--- src/rtl/mux_scan_sequencer_if.sv ---
// Signal bundle between the scan sequencer (slave side) and the mux/controller
// environment that drives start/cont/y_in and consumes the captured word.
interface mux_scan_sequencer_if #(
   parameter int SEL_W = 2
);
   localparam int N = 2 ** SEL_W;

   logic             start;
   logic             cont;
   logic             y_in;
   logic [SEL_W-1:0] sel;
   logic [N-1:0]     data_out;
   logic             busy;
   logic             done;

   modport master (
      output start,
      output cont,
      output y_in,
      input  sel,
      input  data_out,
      input  busy,
      input  done
   );

   modport slave (
      input  start,
      input  cont,
      input  y_in,
      output sel,
      output data_out,
      output busy,
      output done
   );
endinterface

--- src/rtl/mux_scan_sequencer.sv ---
// Steps a mux select through all N inputs, holds each for SETTLE_CYCLES before
// sampling y_in, and publishes the complete snapshot with a one-cycle done pulse.
module mux_scan_sequencer #(
   parameter int SEL_W         = 2,
   parameter int SETTLE_CYCLES = 2
) (
   input  logic                clk,
   input  logic                rst,
   mux_scan_sequencer_if.slave bus
);
   localparam int               N           = 2 ** SEL_W;
   localparam logic [7:0]       SETTLE_LAST = 8'(SETTLE_CYCLES - 1);
   localparam logic [SEL_W-1:0] SEL_LAST    = SEL_W'(N - 1);

   typedef enum logic [1:0] {IDLE, SETTLE, SAMPLE, DONE} state_e;

   state_e           state_q, state_d;
   logic [7:0]       cnt_q, cnt_d;
   logic [SEL_W-1:0] sel_q, sel_d;
   logic [N-1:0]     shadow_q, shadow_d;
   logic [N-1:0]     data_q, data_d;
   logic             busy_q, busy_d;
   logic             done_q, done_d;
   logic             launch;

   // NOTE: sequential state uses non-blocking assignments so every flop samples
   // the pre-edge values computed by the combinational processes.
   always_ff @(posedge clk) begin
      if (rst) begin
         state_q <= IDLE;
      end else begin
         state_q <= state_d;
      end
   end

   always_comb begin
      state_d = state_q;
      case (state_q)
         IDLE:    if (bus.start) state_d = SETTLE;
         SETTLE:  if (cnt_q == SETTLE_LAST) state_d = SAMPLE;
         SAMPLE:  state_d = (sel_q == SEL_LAST) ? DONE : SETTLE;
         DONE:    state_d = bus.cont ? SETTLE : IDLE;
         default: state_d = IDLE;
      endcase
   end

   always_comb begin
      // NOTE: every signal written here gets a default first, otherwise the
      // paths that leave it untouched would infer a latch.
      cnt_d    = cnt_q;
      sel_d    = sel_q;
      shadow_d = shadow_q;
      data_d   = data_q;
      launch   = ((state_q == IDLE) && bus.start) || ((state_q == DONE) && bus.cont);

      if (launch) begin
         cnt_d    = '0;
         sel_d    = '0;
         shadow_d = '0;
      end else begin
         case (state_q)
            SETTLE: cnt_d = cnt_q + 8'd1;
            SAMPLE: begin
               shadow_d[sel_q] = bus.y_in;
               // Last slot: publish with the final bit merged on the same edge.
               if (sel_q == SEL_LAST) begin
                  data_d = shadow_d;
               end else begin
                  sel_d = sel_q + 1'b1;
                  cnt_d = '0;
               end
            end
            default: ;
         endcase
      end

      busy_d = (state_d == SETTLE) || (state_d == SAMPLE);
      done_d = (state_d == DONE);
   end

   // NOTE: the shadow word is a plain register, not a memory array, so it is
   // cleared by reset like any other flop.
   always_ff @(posedge clk) begin
      if (rst) begin
         cnt_q    <= '0;
         sel_q    <= '0;
         shadow_q <= '0;
         data_q   <= '0;
         busy_q   <= 1'b0;
         done_q   <= 1'b0;
      end else begin
         cnt_q    <= cnt_d;
         sel_q    <= sel_d;
         shadow_q <= shadow_d;
         data_q   <= data_d;
         busy_q   <= busy_d;
         done_q   <= done_d;
      end
   end

   assign bus.sel      = sel_q;
   assign bus.data_out = data_q;
   assign bus.busy     = busy_q;
   assign bus.done     = done_q;
endmodule

--- src/flat_wrapper.sv ---
// flat-port wrapper written by rule: the top's interface ports become plain ports
module mux_scan_sequencer_flat 
#(
   parameter int SEL_W         = 2,
   parameter int SETTLE_CYCLES = 2
)
  (clk, rst, bus_start, bus_cont, bus_y_in, bus_sel, bus_data_out, bus_busy, bus_done);
  mux_scan_sequencer_if #(.SEL_W(SEL_W)) bus_i ();
  input  logic clk;
  input  logic rst;
  input wire logic [$bits(bus_i.start)-1:0] bus_start;
  input wire logic [$bits(bus_i.cont)-1:0] bus_cont;
  input wire logic [$bits(bus_i.y_in)-1:0] bus_y_in;
  output wire logic [$bits(bus_i.sel)-1:0] bus_sel;
  output wire logic [$bits(bus_i.data_out)-1:0] bus_data_out;
  output wire logic [$bits(bus_i.busy)-1:0] bus_busy;
  output wire logic [$bits(bus_i.done)-1:0] bus_done;
  assign bus_i.start = bus_start;
  assign bus_i.cont = bus_cont;
  assign bus_i.y_in = bus_y_in;
  assign bus_sel = bus_i.sel;
  assign bus_data_out = bus_i.data_out;
  assign bus_busy = bus_i.busy;
  assign bus_done = bus_i.done;
  mux_scan_sequencer #(.SEL_W(SEL_W), .SETTLE_CYCLES(SETTLE_CYCLES)) u_core (.clk(clk), .rst(rst), .bus(bus_i));
endmodule
--- config.mk ---
export PLATFORM = sky130hd
export DESIGN_NAME = mux_scan_sequencer_flat
export DESIGN_NICKNAME = d
export VERILOG_FILES = /design/src/rtl/mux_scan_sequencer_if.sv /design/src/rtl/mux_scan_sequencer.sv /design/src/flat_wrapper.sv
export SDC_FILE = /design/constraint.sdc
export NUM_CORES = 1
export LEC_CHECK = 0
export ABC_AREA = 0
export ABC_CLOCK_PERIOD_IN_PS = 1900
export CORE_MARGIN = 2
export CORE_UTILIZATION = 50
export CTS_BUF_LIST = sky130_fd_sc_hd__clkbuf_2
export DETAILED_ROUTE_END_ITERATION = 16
export GPL_TIMING_DRIVEN = 0
export HOLD_SLACK_MARGIN = 0.15
export PLACE_DENSITY_LB_ADDON = 0.12
export SKIP_CTS_REPAIR_TIMING = 1
export SYNTH_ARGS = -nofsm -noshare
export SYNTH_HDL_FRONTEND = slang
export SYNTH_SLANG_ARGS = --single-unit
--- constraint.sdc ---
create_clock -name clk -period 1.9 [get_ports clk]
set_input_delay 0.57 -clock clk [delete_from_list [all_inputs] [get_ports clk]]
set_output_delay 0.57 -clock clk [all_outputs]
set_load 0.02 [all_outputs]
==> out/metrics.csv, run 1 <==
stage,metric,value,unit
global_route,GR Layer Usage met3,3.333,%
logic_synthesis,Syn. warnings,0,
floorplanning,Starting Density,53.38,%
final_layout,Layout Nets,141,
final_layout,most frequent cells in the layout,"dfxtp_1, a21oi_1, nor2_1, dlymetal6s2s_1",
placement,pre-CTS setup slack,-60.32,ps
power_and_ir_drop,Lkg Pwr,0.6053,nW
global_route,largest net degree at the start of global routing,12,
floorplanning,die footprint,2477,um^2
timing,Final WS setup,42.69,ps
timing,clk_skew,11.26,ps
logic_synthesis,Mapped Cells,113,
power_and_ir_drop,Pwr Density,583.9,nW/um^2
cts,CTS tree,built,
global_route,met2 global-route usage,31.33,%
timing,Final period util,97.75,%
detailed_routing,final WL,2107,um
global_route,first-pass GRT wire length,3594,um
final_layout,layout cells sized above 1,8.594,%
setup_path,Worst Path Max Fanout,4,
detailed_routing,DR pass1 iterations,4,
floorplanning,Die X,49.77,um
logic_synthesis,"Async S/R FF share, synth",0,%
logic_synthesis,Post-synth EDFFs,0,
placement,port bufs,11,
power_and_ir_drop,Worst VDD drop,0.4599,mV
setup_path,CP Capture Type,register,
floorplanning,Placeable Area,1962,um^2
placement,DP Wirelength,1533,um
global_route,global route hottest layer,met2,
logic_synthesis,distinct cell type count after synthesis,33,
global_route,vias in the first global route,867,
cts,H-tree depth,1,
global_route,gr ovfl total,0,
timing,final hold vios,0,
run_status,status,"complete, no violations",
setup_path,Crit path arrival time,2070,ps
global_route,Total Routing Usage GR,18.89,%
cts,Skew-Pair Late Insertion Delay,320,ps
run,max-cap violations,0,
timing,Final setup viols,0,
cts,clk slew on worst S/H paths,190,ps
final_layout,diode count,0,
logic_synthesis,#FFs+latches synth,21,
timing,fmax,538.4,MHz
detailed_routing,DRT iter0 DRCs,10,
setup_path,CP Class,reg2reg,
floorplanning,die height,49.77,um
setup_path,worst-path cell chain,inv_1 > ha_1 > or4b_4 > o31ai_2 > ha_1 > nor2b_1,
timing,worst rel slew slack,68.44,%
setup_path,Crit path max-delay family,simple AND/OR/NAND/NOR gates,
setup_path,CP startpoint kind,register,
cts,CTS buffer count,3,
global_route,GR met1 Demand/Resource,22.14,%
placement,RD Place Congestion,0.8016,
logic_synthesis,synthesized area,1047,um^2
timing,measured slew at the worst slew-check pin,473.5,ps
detailed_routing,post-route ant nets,0,
detailed_routing,drt drc,0,
setup_path,Worst Path Required,2120,ps
hold_path,Hold Path Class,reg2reg,
detailed_routing,Vias,877,
setup_path,cell mode on critical path,ha_1,
cts,Clock Path Buffers,2,
floorplanning,# IOs,13,
final_layout,Layout Utilization,62.82,%
logic_synthesis,dominant synthesized flop cell,dfxtp_1,
timing,Fin Setup TNS,0,ps
cts,clock sink count,21,
timing,Slew Limit Fails,0,
setup_path,WP buf/inv,1,
timing,hold_ws,476.9,ps
setup_path,Critical-path top delay cell,or4b_4,
final_layout,Area growth syn-to-layout,17.68,%
cts,CTS root buf,clkbuf_2,
logic_synthesis,syn nets,125,
timing,minimum clock period after layout,1857,ps
logic_synthesis,Avg Inst Size Synth,9.268,um^2
detailed_routing,wire per inst,13.59,um
detailed_routing,Via density,5.658,
setup_path,Crit path largest cell delay,470,ps
floorplanning,row count,16,
global_route,initial antenna violation count,0,
logic_synthesis,register area share after synthesis,40.14,%
final_layout,"leading cell type in the layout, fill and taps excluded",dfxtp_1,
timing,RSZ-0062 raised after global routing,no,
==> power by group <==
part / internal [mW] / leakage, nW / switching (mW)
logic: 0.0343 / 0.418 / 0.0426
registers: 0.449 / 0.170 / 0.00585
clock network: 0.0557 / 0.0166 / 0.133
==> state kept, by name (all words and copies together) (netlist names) <==
signal / cells
u_core.bus.busy: 1
u_core.bus.data_out: 4
u_core.bus.done: 1
u_core.bus.sel: 2
u_core.cnt_q: 8
u_core.shadow_q: 3
u_core.state_q: 2
==> cell usage after synthesis, types with 3 or more instances <==
master | number | share of area, %
buf_2 | 3 | 1.4
inv_1 | 6 | 2.2
nand2b_1 | 3 | 1.8
or3_1 | 4 | 2.4
a211oi_1 | 4 | 2.9
mux2i_1 | 7 | 6.7
nand2_1 | 5 | 1.8
nor2_1 | 8 | 2.9
ha_1 | 7 | 8.4
nand3b_1 | 5 | 3.6
a21oi_1 | 8 | 3.8
dfxtp_1 | 21 | 40
nand3_1 | 4 | 1.9
o211ai_1 | 3 | 2.2
nor2b_1 | 5 | 3.0
clkbuf_1 | 3 | 1.1
==> area by class of cell <==
type,count,area (um^2)
Multi-Input combinational cell,80,578.1
Tap cell,27,33.78
Buffer,6,26.28
Sequential cell,21,421.7
Fill cell,189,729.5
Timing Repair Buffer,11,130.1
Inverter,6,22.52
Clock buffer,4,20.02
==> worst reg2reg max path: cells and delay by family, from the launching register on <==
family / cells / cell delay, ps
AOI/OAI and AO/OA: 1 / 300
adders and majority gates: 2 / 410
buffers and inverters: 1 / 60
DFF: 1 / 380
and+or+nand+nor: 2 / 600
==> metrics by stage <==
| step | instance area (um^2) | instances | total power, mW |
|---|---|---|---|
| after CTS | 1211 | 155 | 0.7280 |
| final | 1232 | 155 | 0.7196 |
| after global placement | 1191 | 151 | 0.5373 |
| after global routing | 1232 | 155 | 0.7575 |
| after detailed placement | 1191 | 151 | 0.5406 |
| after floorplan | 1047 | 113 | 0.5125 |
==> cell families (layout without fill, tap and decap cells) <==
group                    count (synthesis)  in the layout  share of synthesized area, %
adder cells (fa/ha/maj)                  7              7                         8.363
flip-flops                              21             21                         40.14
multiplexers                             7              7                         6.691
AO/OA/AOI/OAI                           23             23                         15.41
XOR/XNOR                                 1              1                        0.8365
AND/OR/NAND/NOR                         42             42                         23.90
buffers and inverters                   12             27                         4.659
==> path summary, 6_finish.rpt <==
| path | from | slack, ps | cells after the start | end |
|---|---|---|---|---|
| max | u_core.cnt_q[1] | 40 | 6 | u_core.bus.busy |
| min | u_core.bus.data_out[3] | 480 | 2 | u_core.bus.data_out[3] |
| max reg2reg | u_core.cnt_q[1] | 40 | 6 | u_core.bus.busy |
| min reg2reg | u_core.bus.data_out[3] | 480 | 2 | u_core.bus.data_out[3] |
==> layer usage <==
metal  up-vias  routed length (um)
li1        437                   -
met5         -                   0
met4         0                  53
met3         7                  40
met2        14                1040
met1       419                 972
No activity file was read; power rests on OpenSTA's default activity.
==> inputs of run 2 (changes only) <==
--- a/config.mk
+++ b/config.mk
@@ -6,7 +6,6 @@
 export NUM_CORES = 1
 export LEC_CHECK = 0
 export ABC_AREA = 0
-export ABC_CLOCK_PERIOD_IN_PS = 1900
 export CORE_MARGIN = 2
 export CORE_UTILIZATION = 50
 export CTS_BUF_LIST = sky130_fd_sc_hd__clkbuf_2
==> results of run 2 <==
Final layout, timing and power as in run 1 (identical DEF).
==> inputs of run 3 (changes only) <==
--- a/config.mk
+++ b/config.mk
@@ -14,6 +14,7 @@
 export HOLD_SLACK_MARGIN = 0.15
 export PLACE_DENSITY_LB_ADDON = 0.12
 export SKIP_CTS_REPAIR_TIMING = 1
+export SLEW_MARGIN = 20
 export SYNTH_ARGS = -nofsm -noshare
 export SYNTH_HDL_FRONTEND = slang
 export SYNTH_SLANG_ARGS = --single-unit
==> results of run 3 <==
Final layout, timing and power as in run 1 (identical DEF).
